## config.mk

```make
export PLATFORM = sky130hd
export DESIGN_NAME = mcu_vote_poller
export DESIGN_NICKNAME = d
export VERILOG_FILES = /design/src/rtl/mcu_vote_poller.sv
export SDC_FILE = /design/constraint.sdc
export NUM_CORES = 1
export LEC_CHECK = 0
export ABC_AREA = 0
export ABC_CLOCK_PERIOD_IN_PS = 2250
export CAP_MARGIN = 10
export CORE_MARGIN = 2
export CORE_UTILIZATION = 60
export CTS_CLUSTER_DIAMETER = 60
export DETAILED_ROUTE_END_ITERATION = 10
export DONT_BUFFER_PORTS = 1
export PLACE_DENSITY = 0.87
export SLEW_MARGIN = 5
export SYNTH_ARGS = -nofsm -noshare
export SYNTH_HDL_FRONTEND = slang
export SYNTH_SLANG_ARGS = --single-unit
```

## constraint.sdc

```tcl
create_clock -name clk -period 2.25 [get_ports clk]
set_clock_uncertainty 0.1 [all_clocks]
set_input_delay 0.675 -clock clk [delete_from_list [all_inputs] [get_ports clk]]
set_output_delay 0.675 -clock clk [all_outputs]
set_load 0.005 [all_outputs]
```

## src/rtl/mcu_vote_poller.sv

```systemverilog
// ============================================================================
// Module   : mcu_vote_poller
// Brief    : Sequenced req/ack poller for redundant voter MCUs; collects fail
//            votes, flags silent voters and produces a threshold verdict.
// Revision : 1.0 - initial release
// ============================================================================
`default_nettype none

module mcu_vote_poller #(
   parameter int  MAX_VOTERS     = 8,
   parameter int  TIMEOUT_CYCLES = 15,
   localparam int IDX_W          = (MAX_VOTERS > 1) ? $clog2(MAX_VOTERS) : 1,
   localparam int CNT_W          = $clog2(MAX_VOTERS + 1)
) (
   input  logic                  clk,
   input  logic                  rst_n,
   input  logic                  start,
   input  logic [3:0]            num_voters,
   input  logic [2:0]            fails_okay,
   output logic                  poll_req,
   output logic [IDX_W-1:0]      poll_sel,
   input  logic                  vote_ack,
   input  logic                  vote_bit,
   output logic                  busy,
   output logic                  done,
   output logic [MAX_VOTERS-1:0] fail_vec,
   output logic [MAX_VOTERS-1:0] timeout_vec,
   output logic [CNT_W-1:0]      fail_count,
   output logic                  verdict
);

   localparam logic [1:0] c_IDLE = 2'd0;
   localparam logic [1:0] c_POLL = 2'd1;
   localparam logic [1:0] c_GAP  = 2'd2;
   localparam logic [1:0] c_DONE = 2'd3;

   localparam logic [3:0] c_TMO_LAST = 4'(TIMEOUT_CYCLES - 1);

   logic [1:0]            r_state;
   logic [IDX_W-1:0]      r_idx;
   logic [3:0]            r_timer;
   logic [CNT_W-1:0]      r_n;
   logic [2:0]            r_thr;
   logic [MAX_VOTERS-1:0] r_fail_vec;
   logic [MAX_VOTERS-1:0] r_timeout_vec;
   logic [CNT_W-1:0]      r_fail_count;
   logic                  r_verdict;
   logic [CNT_W-1:0]      w_n_clamp;
   logic                  w_last_voter;

   assign w_n_clamp    = (num_voters > 4'(MAX_VOTERS)) ? CNT_W'(MAX_VOTERS)
                                                       : CNT_W'(num_voters);
   assign w_last_voter = (CNT_W'(r_idx) == (r_n - CNT_W'(1)));

   always_ff @(posedge clk or negedge rst_n) begin
      if (!rst_n) begin
         r_state       <= c_IDLE;
         r_idx         <= '0;
         r_timer       <= '0;
         r_n           <= '0;
         r_thr         <= '0;
         r_fail_vec    <= '0;
         r_timeout_vec <= '0;
         r_fail_count  <= '0;
         r_verdict     <= 1'b0;
      end else begin
         case (r_state)
            c_IDLE: begin
               if (start) begin
                  r_n           <= w_n_clamp;
                  r_thr         <= fails_okay;
                  r_fail_vec    <= '0;
                  r_timeout_vec <= '0;
                  r_fail_count  <= '0;
                  r_verdict     <= 1'b0;
                  r_idx         <= '0;
                  r_timer       <= '0;
                  r_state       <= (w_n_clamp == '0) ? c_DONE : c_POLL;
               end
            end
            c_POLL: begin
               r_timer <= r_timer + 4'd1;
               // An ack on the final timeout cycle still counts as a real vote.
               if (vote_ack) begin
                  r_fail_vec[r_idx] <= vote_bit;
                  r_fail_count      <= r_fail_count + CNT_W'(vote_bit);
                  r_state           <= c_GAP;
               end else if (r_timer == c_TMO_LAST) begin
                  r_fail_vec[r_idx]    <= 1'b1;
                  r_timeout_vec[r_idx] <= 1'b1;
                  r_fail_count         <= r_fail_count + CNT_W'(1);
                  r_state              <= c_GAP;
               end
            end
            c_GAP: begin
               if (w_last_voter) begin
                  r_verdict <= (r_fail_count > CNT_W'(r_thr));
                  r_state   <= c_DONE;
               end else begin
                  r_idx   <= r_idx + IDX_W'(1);
                  r_timer <= '0;
                  r_state <= c_POLL;
               end
            end
            default: begin
               r_state <= c_IDLE;
            end
         endcase
      end
   end

   assign poll_req    = (r_state == c_POLL);
   assign poll_sel    = r_idx;
   assign busy        = (r_state != c_IDLE);
   assign done        = (r_state == c_DONE);
   assign fail_vec    = r_fail_vec;
   assign timeout_vec = r_timeout_vec;
   assign fail_count  = r_fail_count;
   assign verdict     = r_verdict;

endmodule

`default_nettype wire

```

Yosys cells after proc, flatten, opt, wreduce, memory -nomap -nowiden
Cells that the tools add are included.
- register bits after elaboration: 37
- latch bits: 0
- RAM bits: 0
- bits in read-only memories: 0
- input port bits: 12
- output and inout bits: 27
- logic and storage cells: 74
- memories: 0
- $add $sub $neg: 5
- multipliers: 0
- divide/modulo/power cells: 0
- order comparisons: 4
- equal/unequal tests: 11
- shift-type cells: 0
- multiplexer cells: 29
- bitwise logic cells: 2
- reductions and logical operators: 14
- operators by type and width (operator ; count):
    8-bit 2-to-1 mux ; 5
    8-bit case mux with 2 select lines ; 2
    4-bit 2-to-1 mux ; 5
    8-bit bitwise OR ; 2
    4-bit case mux with 3 select lines ; 1
    3-bit AND reduction ; 4
    2-bit 2-to-1 mux ; 5
    4-bit by 1-bit adder with 4-bit output (second input constant) ; 2
    8-bit bitwise mux ; 1
    2-bit inequality test (second input constant) ; 4
    4-bit case mux with 2 select lines ; 1
    3-bit 2-to-1 mux ; 2
    2-bit case mux with 3 select lines ; 1
    3-bit case mux with 2 select lines ; 1
    2-bit nonzero test ; 3
    4-bit by 1-bit adder with 4-bit output ; 1
    2-bit == test (second input constant) ; 2
    3-bit by 4-bit == test with 1-bit output ; 1
    4-bit == test (second input constant) ; 1
    4-bit by 3-bit greater-than comparator with 1-bit output ; 1
    4-bit greater-than comparator (second input constant) ; 1
    4-bit zero test ; 1
    3-bit by 4-bit less-than comparator with 1-bit output (second input constant) ; 1
    2-bit AND reduction ; 2
    other kinds (13) ; 15

Longest topological paths before layout
Gate-level depths: netlist of the first run.
- word-level depth: 8
- depth in mapped cells: 7
- gate-level depth less buffers: 7

Worst setup path after synthesis of the first run
Ideal clock, no wire load.
- kind: register to register
- start: register r_n[0]
- end: register r_idx[0] (netlist: poll_sel[0])
- data arrival time: 1.606 ns
- data required time: 2.029 ns
- slack: 0.424 ns
- cell stages (with the launch flop): 8
- buffers on the path: 0
- period minus slack after synthesis: 1.826 ns
- path through: dfrtp_1 -> inv_1 -> ha_1 -> xnor2_1 -> and4b_4 -> o311ai_4 -> o22ai_1 -> a41o_1
- cells in the longest elaborated chain, start to end: 4
- RTL lines (item ; RTL line ; RTL):
    from (decl) ; 42 ; logic [CNT_W-1:0] r_n;
    from (signal assigned) ; 70 ; r_n <= w_n_clamp;
    4-bit by 1-bit subtractor with 4-bit output ; 53 ; assign w_last_voter = (CNT_W'(r_idx) == (r_n - CNT_W'(1)));
    3-bit by 4-bit == test with 1-bit output ; 53 ;
    2-bit inequality test (no line) ; -- ;
    3-bit AND reduction (no line) ; -- ;
    to (signal assigned) ; 100 ; r_idx <= r_idx + IDX_W'(1);
    to (decl) ; 40 ; logic [IDX_W-1:0] r_idx;
Every way passes these cells.
A chain may end at the register's enable or synchronous reset.

Worst setup path in the final report of the first run
- start: register r_timer[0]
- end: register r_fail_count[3] (netlist: fail_count[3])
- cells in the longest elaborated chain, start to end: 3
- RTL lines (item ; RTL line ; RTL):
    from (decl) ; 41 ; logic [3:0] r_timer;
    from (signal assigned) ; 82 ; r_timer <= r_timer + 4'd1;
    4-bit == test ; 88 ; end else if (r_timer == c_TMO_LAST) begin
    3-bit by 1-bit inequality test with 1-bit output (no line) ; -- ;
    3-bit AND reduction (no line) ; -- ;
    to (signal assigned) ; 86 ; r_fail_count <= r_fail_count + CNT_W'(vote_bit);
    to (signal assigned) ; 91 ; r_fail_count <= r_fail_count + CNT_W'(1);
    to (decl) ; 46 ; logic [CNT_W-1:0] r_fail_count;
Every way passes these cells.

==> run summary, run 1 <==
Number of global-route vias before repair = 1576
Library cells used by synthesis = 45
Remaining antenna violation count after routing = 0
Global routing met1 resource utilization = 31.9%
Number of design-rule violations left by the first detailed-router iteration = 130
Avg Synthesized Cell Area = 9.11 um^2
Seq/Total Area, Yosys = 46.4%
Setup slack after layout = 225 ps
Part of the total power dissipated in sequential elements = 39.4%
Vias = 1614
Relative contribution of combinational cells to total power = 38.9%
CP Data Required Time = 2430 ps
Top Usage Layer GRT = met2
Remaining Overflow, GRT = 0
First-pass GRT wire length = 6.98 mm
Arrival time at the worst endpoint = 2200 ps
Latest clock arrival within the worst-skew pair = 340 ps
Layout cells sized above 1 = 10.4%
Buffers plus inverters on the worst setup path = 1
Post-detailed-route via-to-cell ratio = 6.07
Sum of routed wire length over all layers = 4.16 mm
Number of buffers inserted to repair setup after CTS = 0
WL/cell = 15.7 um
Quantity of I/O buffers inserted on ports = 0
Number of hold-slack violations in the final timing report = 0
Length of the first detailed-routing pass in iterations = 4
Area occupied by registers = 926 um^2
M2 GR Usage = 41.5%
Setup violators final = 0
Worst slack, placed = 272 ps
Count of mapped cells out of synthesis = 219
Maximum number of pins on one net before global-route repair = 38
Clock buffer count from CTS = 5
Combined area of the multi-input logic cells = 953 um^2
VDD IR max = 583 uV
Max-cap viol count = 0
Slowest CP cell = a211o_1
Achievable frequency = 0.494 GHz
Number of nets at the end of the flow = 242
Clock Sink Count = 37
Switch share = 40.0%
Crit-path cells = inv_1 > ha_1 > a31oi_1 > a211o_1 > or3_1 > a21oi_1
Vertical extent of the die = 61.7 um
Core box area = 3100 um^2
Setup_tns = 0 ps
Clock-pin slew on the worst setup and hold paths = 110 ps
Leading cell type in the layout, fill and taps excluded = dfrtp_1
Total number of H-tree levels = 2
Power density normalized to cell area = 1200 nW/um^2
FP Rows = 20
Starting density of the core = 64.3%
GRT Total Usage = 25.0%
Root buf cell = clkbuf_4
Yosys warning count = 0
Syn-to-layout area delta = 8.41%
Leading cell types in the layout, fill and taps excluded = dfrtp_1, nor2_1, nand2_1
Met3 routing resource usage after global routing = 6.09%
Kind of end point of the critical path = flop
Setup repair after global routing missed its margin = false
Category of the most critical setup path = reg2reg
Status = completed
Critical path fanouts, max = 13
Antenna violations before repair = 0
Critical Path Start Type = flop
Transition time of the tightest slew-check pin = 468 ps
Pleak = 0.987 nW
Net switching power = 1.04 mW
Fraction of power consumed by the clock network = 21.7%
Final HPWL DP = 3.00 mm
Syn nets = 240
Final-layout fill cell count = 241
Flop and latch count out of synthesis = 37
Buffers from clock root to sink, at most = 2
Final antenna diode count = 0
Final core utilization = 69.7%
CP delay by family, top = compound AO/OA/AOI/OAI gates
Synth Cell Area = 1990 um^2
Final max-slew violation count = 0
Total I/O pin count = 39
Hold Path Class = in2async
Die outline area = 3800 um^2
Placer congestion estimate = 0.830
TritonCTS clock tree = done
Shortest clock period the worst path allows after layout = 2030 ps
Die Wd = 61.7 um
Pint = 1.56 mW
Share of the clock period used by the worst path = 90.0%
Biggest cell delay along the critical path = 480 ps
Sum of internal, switching and leakage power = 2.60 mW
Max-Slew Margin vs Limit = 68.7%
Post-detailed-route DRC marker count = 0
sequential cells by signal, summed over array words and instances (netlist names):
register	cells
r_state	2
poll_sel	3
fail_vec	8
timeout_vec	8
verdict	1
r_n	4
r_timer	4
r_thr	3
fail_count	4
final cells by class:
| cell class | count | area share (%) |
|---|---|---|
| clock buffer | 5 | 1.74 |
| clock inverter | 3 | 3.01 |
| inverter | 16 | 2.78 |
| multi-input combinational | 154 | 44.1 |
| sequential | 37 | 42.8 |
| tap | 44 | 2.55 |
| timing repair buffer | 7 | 3.01 |
layer usage:
metal | up-vias | part of all wire, %
li1 | 770 | -
met1 | 782 | 44
met4 | 0 | 1.0
met3 | 6 | 6.5
met5 | - | 0
met2 | 56 | 49
metrics by stage:
step | hold slack, ps | instance area [um^2] | instances
floorplan | 279 | 1990 | 219
global placement | 280 | 2040 | 257
detailed placement | 280 | 2040 | 257
CTS | 50.1 | 2160 | 266
global route | 49.8 | 2160 | 266
finish | 55.0 | 2160 | 266
what timing repair did:
action / 4_1_cts / 5_1_grt
endpoints found under the hold margin: 37 / 0
resized for setup: 0 / 0
hold buffers: 1 / 0
logic make-up (layout without fill, tap and decap cells):
group | Yosys count | after routing | synth area share, %
AO/OA/AOI/OAI | 60 | 60 | 20.5
AND/OR/NAND/NOR | 81 | 81 | 19.9
flip-flops | 37 | 37 | 46.4
buffers and inverters | 28 | 31 | 5.77
XOR/XNOR | 4 | 4 | 1.76
adder cells (fa/ha/maj) | 9 | 9 | 5.65
power by group through the flow:
stage,registers (mW),clock network (mW),logic [mW]
floorplan,0.951,0,0.826
global placement,1.03,0,0.954
detailed placement,1.04,0,0.989
CTS,1.02,0.577,1.01
global route,1.05,0.608,1.15
finish,1.02,0.564,1.01
worst register-to-register path, cell delays in order, from the launching register on:
cell	delay [ps]
dfrtp_1	450
inv_1	80
ha_1	160
a31oi_1	160
a211o_1	480
or3_1	400
a21oi_1	140
path summary, 6_finish.rpt:
| path | depth (start not counted) | startpoint | to | slack [ps] |
|---|---|---|---|---|
| setup / recovery | 6 | r_timer[0] | fail_count[3] | 220 |
| hold / removal | 1 | rst_n | r_timer[0] | 60 |
| setup reg to reg | 6 | r_timer[0] | fail_count[3] | 220 |
| hold reg to reg | 2 | r_thr[0] | r_thr[0] | 400 |
| max in group asynchronous | 1 | rst_n | poll_sel[2] | 1820 |
| min in group clk | 2 | num_voters[3] | r_n[3] | 340 |
synth_stat cells, drive strengths merged:
library cell	count	share of area, %
nor2	26	5.0
xor2	2	0.88
o31ai	2	0.75
nand2	26	5.3
o21ai	22	5.5
nand3b	4	1.5
nor3b	2	0.75
o211ai	2	0.75
inv	16	3.0
o221ai	1	0.44
o2111ai	1	0.44
ha	9	5.6
a41oi	2	0.88
or2	2	0.63
nor4b	1	0.75
o31a	1	0.44
nand2b	3	0.94
nor4	1	0.31
buf	3	1.1
nor3	2	0.50
a21oi	9	2.3
and4b	1	0.69
o311ai	2	1.8
a31oi	4	1.3
a32oi	1	0.44
nor2b	2	0.63
o41ai	1	0.44
dfrtp	37	46
o22ai	2	0.63
nand3	9	2.3
a211o	1	0.44
o21bai	1	0.38
a41o	1	0.50
a31o	4	1.8
xnor2	2	0.88
and2	1	0.31
a22o	2	0.88
o311a	1	0.56
clkbuf	9	1.7
or3	1	0.31
(Power assumes the default switching activity.)
==> inputs of run 2 (changes only) <==
==> constraint.sdc (replaced) <==
create_clock -name clk -period 2.25 [get_ports clk]
set_clock_uncertainty 0.1 [all_clocks]
set_input_delay 0.675 -clock clk [delete_from_list [all_inputs] [get_ports clk]]
set_output_delay 0.675 -clock clk [all_outputs]
set_load 0.02 [all_outputs]
==> run summary, run 2 (synthesis gave the netlist of run 1 again) <==
Status = completed
Final max-slew violation count = 0 (unchanged)
Final instance area = 2120 um^2 (-2.0%)
Total number of H-tree levels = 2 (unchanged)
Leading cell type in the layout, fill and taps excluded = dfrtp_1
CP delay by family, top = compound AO/OA/AOI/OAI gates
CP Data Required Time = 2400 ps (-30 ps)
Switch share = 46.5% (+6.5 points)
Pleak = 0.963 nW (-2.5%)
Vias = 1620 (+0.37%)
Post-detailed-route DRC marker count = 0 (unchanged)
Worst hold slack after final layout = 39.8 ps (-15.2 ps)
Power density normalized to cell area = 1190 nW/um^2 (-1.2%)
Die Wd = 61.7 um (unchanged)
Total I/O pin count = 39 (unchanged)
GRT Total Usage = 26.5% (+1.5 points)
Category of the most critical setup path = reg2reg
Depth of the worst register-to-register path = 7 (+1)
Startpoint of the worst-slack reg-to-reg timing path = r_n[0]
Buffers plus inverters on the worst setup path = 1 (unchanged)
Number of hold-slack violations in the final timing report = 0 (unchanged)
Core box area = 3100 um^2 (unchanged)
Clock-pin slew on the worst setup and hold paths = 110 ps (about the same)
Total stage count of the critical path = 7 (+1)
Remaining Overflow, GRT = 0 (unchanged)
Maximum number of pins on one net before global-route repair = 38 (unchanged)
Number of design-rule violations left by the first detailed-router iteration = 73 (-44%)
Number of global-route vias before repair = 1560 (-1.0%)
Clock buffer count from CTS = 5 (unchanged)
Setup slack after layout = 192 ps (-32.8 ps)
Slowest CP cell = o311ai_4
Kind of end point of the critical path = flop
Setup repair after global routing missed its margin = false
Critical Path Start Type = flop
Critical Path Start = r_n[0]
R2R Setup Slk = 190 ps (-30 ps)
Worst slack, placed = 234 ps (-38.4 ps)
Final antenna diode count = 0 (unchanged)
WL/cell = 16.5 um (+5.2%)
Part of the total power dissipated in sequential elements = 43.0% (+3.6 points)
TritonCTS clock tree = done
Placed instance count = 258 (+0.39%)
Starting density of the core = 64.3% (unchanged)
Quantity of I/O buffers inserted on ports = 0 (unchanged)
Vertical extent of the die = 61.7 um (unchanged)
Antenna violations before repair = 0 (unchanged)
Placement Cell Area = 2050 um^2 (+0.37%)
Hold Path Class = in2async
Setup violators final = 0 (unchanged)
Max-Slew Margin vs Limit = 65.4% (-3.4 points)
Placer congestion estimate = 0.824 (-0.77%)
Share of the clock period used by the worst path = 91.5% (+1.5 points)
Layout cells sized above 1 = 9.87% (-0.49 points)
Length of the first detailed-routing pass in iterations = 4 (unchanged)
Cts-stage hold buffer count = 1 (unchanged)
Clock Sink Count = 37 (unchanged)
Number of nets at the end of the flow = 243 (+0.41%)
Post-detailed-route via-to-cell ratio = 6.07 (about the same)
Transition time of the tightest slew-check pin = 519 ps (+50.2 ps)
Critical path fanouts, max = 5 (-8)
Net switching power = 1.17 mW (+13%)
Setup_tns = 0 ps (unchanged)
Remaining antenna violation count after routing = 0 (unchanged)
Root buf cell = clkbuf_4
Fraction of power consumed by the clock network = 13.8% (-7.9 points)
Non-filler cells, final = 267 (+0.38%)
Number of buffers inserted to repair setup after CTS = 0 (unchanged)
Buffers from clock root to sink, at most = 2 (unchanged)
Final-layout fill cell count = 250 (+3.7%)
Cts repair resizes = 0 (unchanged)
Arrival time at the worst endpoint = 2210 ps (about the same)
Die outline area = 3800 um^2 (unchanged)
Relative contribution of combinational cells to total power = 43.2% (+4.3 points)
Sum of routed wire length over all layers = 4.40 mm (+5.6%)
Final core utilization = 68.3% (-1.4 points)
Achievable frequency = 0.486 GHz (-1.6%)
Shortest clock period the worst path allows after layout = 2060 ps (+32.8 ps)
Latest clock arrival within the worst-skew pair = 360 ps (+20 ps)
Destination of the worst register-to-register timing path = r_timer[1]
Leading cell types in the layout, fill and taps excluded = dfrtp_1, nor2_1, nand2_1
Biggest cell delay along the critical path = 430 ps (-50 ps)
Crit-path cells = inv_1 > ha_1 > xnor2_1 > nor3b_1 > o311ai_4 > nand2_4 > a31o_1
Syn-to-layout area delta = 6.27%
Max-cap viol count = 0 (unchanged)
Final HPWL DP = 3.10 mm (+3.4%)
Destination of the critical timing path = r_timer[1]
FP Rows = 20 (unchanged)
Pint = 1.35 mW (-14%)
VDD IR max = 617 uV (+6.0%)
Sum of internal, switching and leakage power = 2.52 mW (-3.1%)
First-pass GRT wire length = 7.17 mm (+2.7%)
## run 2: changes by cell type in the layout (fill, tap and decap cells not counted), sizes merged
cell	delta
buf	+1
clkinv	-1
clkbuf	+2
bufinv	-2
clkinvlp	+1
## run 2: worst min-delay path by stage
stage / startpoint / end / cells after the start
2_1_floorplan: rst_n / fail_count[0] / 0
3_3_place_gp: rst_n / timeout_vec[4] / 0
3_5_place_dp: rst_n / timeout_vec[4] / 0
4_1_cts: rst_n / fail_vec[7] / 1
5_1_grt: rst_n / r_timer[2] / 1
6_report: rst_n / r_timer[3] / 1
## run 2: layout make-up
type	instances	area, um^2	share of cell area [%]
clock buffers	7	45.0	2.13
clock inverters	1	7.51	0.354
flip-flops and latches	37	926	43.7
multi-input cells	154	953	45.0
inverters	16	60.1	2.83
repair buffers	8	72.6	3.42
well taps	44	55.1	2.60
## run 2: power groups by stage
| stage | logic [mW] | clock network (mW) | registers [mW] |
|---|---|---|---|
| floorplan | 0.855 | 0 | 1.02 |
| detailed placement | 1.06 | 0 | 1.09 |
| CTS | 1.08 | 0.359 | 1.08 |
| finish | 1.09 | 0.347 | 1.08 |
| global placement | 1.01 | 0 | 1.09 |
| global route | 1.23 | 0.381 | 1.11 |
## run 2: per-layer routing
layer / wire length (um) / global-route usage, % / vias up
met2: 2190 / 43.2 / 47
met5: 0 / 0 / -
met3: 302 / 8.82 / 6
met4: 70 / 10.0 / 0
met1: 1830 / 32.9 / 794
li1: - / - / 773
